<file path="config.mk">
export PLATFORM = sky130hd
export DESIGN_NAME = ctrl_unit_seq
export DESIGN_NICKNAME = d
export VERILOG_FILES = /design/src/rtl/ctrl_unit_seq.sv
export SDC_FILE = /design/constraint.sdc
export NUM_CORES = 1
export LEC_CHECK = 0
export ABC_AREA = 0
export BUFFER_PORTS_ARGS = -buffer_cell sky130_fd_sc_hd__buf_2
export CAP_MARGIN = 0
export CORE_MARGIN = 2
export CORE_UTILIZATION = 63
export DETAILED_ROUTE_END_ITERATION = 8
export PLACE_DENSITY = 0.85
export SLEW_MARGIN = 20
export SYNTH_ARGS = -nofsm -noshare
export SYNTH_HDL_FRONTEND = slang
export SYNTH_SLANG_ARGS = --single-unit
export TNS_END_PERCENT = 10
</file>
<file path="constraint.sdc">
create_clock -name clk -period 4.77 [get_ports clk]
set_clock_uncertainty 0.2 [all_clocks]
set_input_delay 0.954 -clock clk [delete_from_list [all_inputs] [get_ports clk]]
set_output_delay 0.954 -clock clk [all_outputs]
set_load 0.01 [all_outputs]
</file>
<file path="src/rtl/ctrl_unit_seq.sv">
// Multi-cycle fetch/decode/execute/writeback control unit with PC, IR, register file and ready-handshaked memory port.
// Optional branch-if-zero opcode is enabled by defining CU_BRANCH_EN.
module ctrl_unit_seq #(
    parameter int DATA_W = 32,
    parameter int ADDR_W = 8,
    parameter int OP_W   = 3,
    parameter int REG_W  = 3
) (
    input  logic              clk,
    input  logic              reset,
    input  logic              enable,
    output logic [ADDR_W-1:0] mem_addr,
    output logic              mem_rd,
    output logic              mem_wr,
    output logic [DATA_W-1:0] mem_wdata,
    input  logic [DATA_W-1:0] mem_rdata,
    input  logic              mem_ready,
    output logic [OP_W-1:0]   alu_op,
    output logic [DATA_W-1:0] alu_a,
    output logic [DATA_W-1:0] alu_b,
    input  logic [DATA_W-1:0] alu_y,
    output logic [ADDR_W-1:0] pc_out,
    output logic [DATA_W-1:0] ir_out,
    output logic [2:0]        state_out
);

    localparam int NREGS = 2 ** REG_W;
    localparam logic [OP_W-1:0] OP_STORE = {OP_W{1'b1}};
    localparam logic [OP_W-1:0] OP_LOAD  = OP_STORE - {{(OP_W-1){1'b0}}, 1'b1};
`ifdef CU_BRANCH_EN
    localparam logic [OP_W-1:0] OP_BRZ   = OP_STORE - {{(OP_W-2){1'b0}}, 2'b10};
`endif

    typedef enum logic [2:0] {
        ST_FETCH  = 3'd0,
        ST_DECODE = 3'd1,
        ST_EXEC   = 3'd2,
        ST_MEM    = 3'd3,
        ST_WB     = 3'd4
    } state_t;

    state_t              state_q, state_d;
    logic [ADDR_W-1:0]   pc_q, pc_d;
    logic [DATA_W-1:0]   ir_q, ir_d;
    logic [DATA_W-1:0]   result_q, result_d;
    logic [DATA_W-1:0]   regs_q [NREGS];
    logic [DATA_W-1:0]   regs_d [NREGS];
    logic [ADDR_W-1:0]   mem_addr_q, mem_addr_d;
    logic                mem_rd_q, mem_rd_d;
    logic                mem_wr_q, mem_wr_d;
    logic [DATA_W-1:0]   mem_wdata_q, mem_wdata_d;
    logic [OP_W-1:0]     alu_op_q, alu_op_d;
    logic [DATA_W-1:0]   alu_a_q, alu_a_d;
    logic [DATA_W-1:0]   alu_b_q, alu_b_d;

    logic [OP_W-1:0]     ir_op_s;
    logic [ADDR_W-1:0]   ir_addr_s;
    logic [REG_W-1:0]    ir_rd_s, ir_rs1_s, ir_rs2_s;

    assign ir_op_s   = ir_q[OP_W-1:0];
    assign ir_addr_s = ir_q[OP_W+ADDR_W-1:OP_W];
    assign ir_rd_s   = ir_q[OP_W+ADDR_W+REG_W-1:OP_W+ADDR_W];
    assign ir_rs1_s  = ir_q[OP_W+REG_W-1:OP_W];
    assign ir_rs2_s  = ir_q[OP_W+2*REG_W-1:OP_W+REG_W];

    // Next-state and datapath update; every field holds unless the current state changes it.
    always_comb begin
        state_d     = state_q;
        pc_d        = pc_q;
        ir_d        = ir_q;
        result_d    = result_q;
        regs_d      = regs_q;
        mem_addr_d  = mem_addr_q;
        mem_rd_d    = mem_rd_q;
        mem_wr_d    = mem_wr_q;
        mem_wdata_d = mem_wdata_q;
        alu_op_d    = alu_op_q;
        alu_a_d     = alu_a_q;
        alu_b_d     = alu_b_q;
        if (enable) begin
            case (state_q)
                ST_FETCH: begin
                    // Right after reset no request is up yet, so raise it before waiting for ready.
                    if (!mem_rd_q) begin
                        mem_rd_d   = 1'b1;
                        mem_addr_d = pc_q;
                    end else if (mem_ready) begin
                        ir_d     = mem_rdata;
                        pc_d     = pc_q + {{(ADDR_W-1){1'b0}}, 1'b1};
                        mem_rd_d = 1'b0;
                        state_d  = ST_DECODE;
                    end else begin
                        state_d = ST_FETCH;
                    end
                end
                ST_DECODE: begin
                    if (ir_op_s == OP_LOAD) begin
                        mem_addr_d = ir_addr_s;
                        mem_rd_d   = 1'b1;
                        state_d    = ST_MEM;
                    end else if (ir_op_s == OP_STORE) begin
                        mem_addr_d  = ir_addr_s;
                        mem_wdata_d = regs_q[ir_rd_s];
                        mem_wr_d    = 1'b1;
                        state_d     = ST_MEM;
`ifdef CU_BRANCH_EN
                    end else if (ir_op_s == OP_BRZ) begin
                        if (regs_q[ir_rd_s] == {DATA_W{1'b0}}) begin
                            pc_d       = ir_addr_s;
                            mem_addr_d = ir_addr_s;
                        end else begin
                            mem_addr_d = pc_q;
                        end
                        mem_rd_d = 1'b1;
                        state_d  = ST_FETCH;
`endif
                    end else begin
                        alu_op_d = ir_op_s;
                        alu_a_d  = regs_q[ir_rs1_s];
                        alu_b_d  = regs_q[ir_rs2_s];
                        state_d  = ST_EXEC;
                    end
                end
                ST_EXEC: begin
                    result_d = alu_y;
                    state_d  = ST_WB;
                end
                ST_MEM: begin
                    if (!mem_ready) begin
                        state_d = ST_MEM;
                    end else if (mem_rd_q) begin
                        result_d = mem_rdata;
                        mem_rd_d = 1'b0;
                        state_d  = ST_WB;
                    end else begin
                        mem_wr_d   = 1'b0;
                        mem_rd_d   = 1'b1;
                        mem_addr_d = pc_q;
                        state_d    = ST_FETCH;
                    end
                end
                ST_WB: begin
                    regs_d[ir_rd_s] = result_q;
                    mem_rd_d        = 1'b1;
                    mem_addr_d      = pc_q;
                    state_d         = ST_FETCH;
                end
                default: begin
                    state_d = ST_FETCH;
                end
            endcase
        end else begin
            state_d = state_q;
        end
    end

    // State and output registers with synchronous reset.
    always_ff @(posedge clk) begin
        if (reset) begin
            state_q     <= ST_FETCH;
            pc_q        <= {ADDR_W{1'b0}};
            ir_q        <= {DATA_W{1'b0}};
            result_q    <= {DATA_W{1'b0}};
            for (int i = 0; i < NREGS; i++) begin
                regs_q[i] <= {DATA_W{1'b0}};
            end
            mem_addr_q  <= {ADDR_W{1'b0}};
            mem_rd_q    <= 1'b0;
            mem_wr_q    <= 1'b0;
            mem_wdata_q <= {DATA_W{1'b0}};
            alu_op_q    <= {OP_W{1'b0}};
            alu_a_q     <= {DATA_W{1'b0}};
            alu_b_q     <= {DATA_W{1'b0}};
        end else begin
            state_q     <= state_d;
            pc_q        <= pc_d;
            ir_q        <= ir_d;
            result_q    <= result_d;
            regs_q      <= regs_d;
            mem_addr_q  <= mem_addr_d;
            mem_rd_q    <= mem_rd_d;
            mem_wr_q    <= mem_wr_d;
            mem_wdata_q <= mem_wdata_d;
            alu_op_q    <= alu_op_d;
            alu_a_q     <= alu_a_d;
            alu_b_q     <= alu_b_d;
        end
    end

    assign mem_addr  = mem_addr_q;
    assign mem_rd    = mem_rd_q;
    assign mem_wr    = mem_wr_q;
    assign mem_wdata = mem_wdata_q;
    assign alu_op    = alu_op_q;
    assign alu_a     = alu_a_q;
    assign alu_b     = alu_b_q;
    assign pc_out    = pc_q;
    assign ir_out    = ir_q;
    assign state_out = state_q;

endmodule
</file>
==> impl_results.md <==
* Vias in the first global route at roughly 19000
* # Post-CTS Setup Buffers at 0
* Post-layout minimum cycle time at 3.47 ns
* Async SR Flop Fraction at 0%
* CP cell instances: buf_4 -> nand4bb_1 -> or3_2 -> nand2_1 -> a21oi_1
* Pin count of the biggest net entering global routing at ~160
* Vert. Die Dim at roughly 190 µm
* Power Internal at between 5 and 6 mW
* Placed insts at about 2800
* Fin cells at between 2000 and 3000
* CP peak stage delay at ~1.2 ns
* Clk sink count at 440
* Critical Path Start: state_out[1]
* Antenna violations before repair at 0
* Max FO, Critical Path at 39
* Req. time, crit path at 4.94 ns
* Syn nets at between 2000 and 2500
* Gpl congestion at about 0.85
* P&R area growth vs syn at 11.2%
* Pre-antenna DRT Iters at 6
* P_leak at about 8.1 nW
* Synthesized area per cell at ~9.1 µm²
* Worst slew margin at 21.8%
* Max-cap violations at 0
* Max IR drop VDD at 0.268 mV
* Die Wd at between 150 and 200 µm
* Fin util at a little under three quarters
* Setup TNS at 0 ns
* Total track usage at between 30% and 40%
* Max Transition Viols Final at 0
* Core area at approximately 33000 µm²
* Sw Ratio at ~23%
* Critical path capture point type: flip-flop
* RSZ-0062 raised after global routing: no
* Ant diodes at 0
* Power share of the clock group at a little under half
* H-tree depth at 2
* Filler cell count at 2334
* Hold path startpoint: ir_out[14]
* Worst EP arrival at 3.64 ns
* Placed Area at 21900 µm²
* Nets at about 2400
* Yosys cell types at 50
* Top FF cell, synth: dfxtp_1
* Comb pwr share at about 4.7%
* Fin crit share at 72.8%
* WP buf/inv at 1
* Worst setup SP type: flip-flop
* R2r startpoint: state_out[1]
* HPWL after DPL at 38000 µm
* Worst skew pair latency at roughly 0.56 ns
* CP max stage cell: or3_2
* Hold crit path type: reg -> reg
* CTS buffer count at 45
* Post-Route WL at between 60000 and 70000 µm
* Ports at 220
* CTS max path bufs at 3
* Port bufs at around 220
* DRT antenna net count at 0
* TritonCTS clock tree: done
* CTS root buffer: clkbuf_16
* Setup-failing EPs final at 0
* Power Dens Cells at roughly 330 nW/µm²
* Starting Density at about 64%
* Post-synth EDFFs at 0
* First-pass GRT wire length at between 100000 and 150000 µm
* Hold Violations, Final at 0
* Die area at approximately 35000 µm²
* Layout cell share with drive strength beyond 1 at 23.0%
* DRT iter0 DRCs at 3012
* Post-Syn Instances at 2300
* Post-cts sizing count at 0
* Syn. warnings at 0
* Flop pwr share at 49.4%
* Hold_buf cts at 0
* WS Path Type: reg -> reg
* Vias post-DR at 19100
* Routed vias/inst at 6.76
* Final instance area at 23400 µm²
* Sw power at 1.77 mW
* Row count at 66
* DRC Markers at 0
* Fmax at between 200 and 300 MHz
* Reg clk slew, reported paths at roughly 0.06 ns
* Slew @ Worst Pin at 1.17 ns
* CP top delay family: simple AND/OR/NAND/NOR gates
* Total gr overflow at 0
* Netlist Area Pre-Place at roughly 21000 µm²
* Register area share after synthesis at 41.9%
* Run status: finished clean
* Wire per inst at between 20 and 25 µm
* Post-synthesis register bit count at 440
[path summary, 6_finish.rpt]
kind | to | slack, ns | cells past startpoint
setup / recovery | regs_q[188] | 1.30 | 5
hold / removal | ir_out[14] | 0.25 | 2
setup reg to reg | regs_q[188] | 1.30 | 5
hold reg to reg | ir_out[14] | 0.25 | 2
[through the flow]
step                hold WS [ns]  setup slack [ns]  power [mW]
global route               0.274              1.21        7.85
CTS                        0.253              1.44        7.65
global placement           0.239              1.25        4.21
finish                     0.252              1.30        7.67
floorplan                  0.253              2.26        4.09
detailed placement         0.245              1.14        4.22
[cells by family (layout without fill, tap and decap cells)]
group | after synthesis | after routing | share of synthesized area [%]
compound gates | 433 | 433 | 11.6
xor+xnor | 8 | 8 | 0.333
fa+ha+maj | 1 | 1 | 0.0595
buf+inv | 250 | 337 | 5.58
flops | 440 | 440 | 41.9
mux | 211 | 211 | 21.7
simple gates | 957 | 957 | 18.8
[Yosys cell counts (11+ instances only)]
cell type | n | share of area, %
o22ai_1 | 96 | 2.9
nor2_1 | 150 | 2.7
nor3_1 | 100 | 2.4
buf_2 | 77 | 1.8
clkbuf_1 | 127 | 2.3
nand3_1 | 41 | 0.98
nand2_1 | 619 | 11
mux2i_1 | 11 | 0.52
buf_4 | 25 | 0.89
a311oi_1 | 32 | 1.3
a21oi_1 | 292 | 7.0
mux4_2 | 192 | 21
dfxtp_1 | 440 | 42
[cell type report]
| cell class | count | area (µm²) | share of cell area [%] |
|---|---|---|---|
| clock inverters | 8 | 71.3 | 0.305 |
| well taps | 442 | 553 | 2.37 |
| repair buffers | 252 | 1390 | 5.95 |
| clock buffers | 71 | 1400 | 5.98 |
| flip-flops and latches | 440 | 8830 | 37.8 |
| multi-input cells | 1610 | 11100 | 47.5 |
| inverters | 6 | 22.5 | 0.0964 |
[power by group through the flow]
stage | Sequential (mW) | Clock, mW | Combinational (mW)
after global routing | 3.79 | 3.67 | 0.385
after CTS | 3.79 | 3.51 | 0.353
after global placement | 3.87 | 0 | 0.344
final | 3.79 | 3.53 | 0.359
after detailed placement | 3.87 | 0 | 0.349
after floorplan | 3.83 | 0 | 0.255
[metal layers]
layer	global-route usage [%]	vias to the layer above	routed length [µm]
li1	-	8247	-
met1	45.9	8932	22500
met2	57.3	1565	29700
met3	10.9	379	9600
met4	21.0	0	3660
met5	0.137	-	0
[registers in the layout, indices dropped and copies added, names as in the netlist, 3 cells and up]
name,flops
ir_out,32
regs_q,256
alu_op,3
alu_a,32
mem_wdata,32
pc_out,8
state_out,3
mem_addr,8
result_q,32
alu_b,32
[cells in the final DEF (no fill, tap or decap), types with 30 or more instances in the layout]
cell type,count
o22ai_1,96
dfxtp_1,434
nand3_1,39
nor3_1,100
mux4_2,192
buf_4,30
a21oi_1,292
clkbuf_16,47
buf_2,218
nor2_1,150
a311oi_1,32
nand2_1,619
[worst register-to-register path: stages (launching register included)]
cell	delay, ns
dfxtp_1	0.41
buf_4	0.31
nand4bb_1	0.80
or3_2	1.18
nand2_1	0.27
a21oi_1	0.12
(Power assumes the default switching activity.)
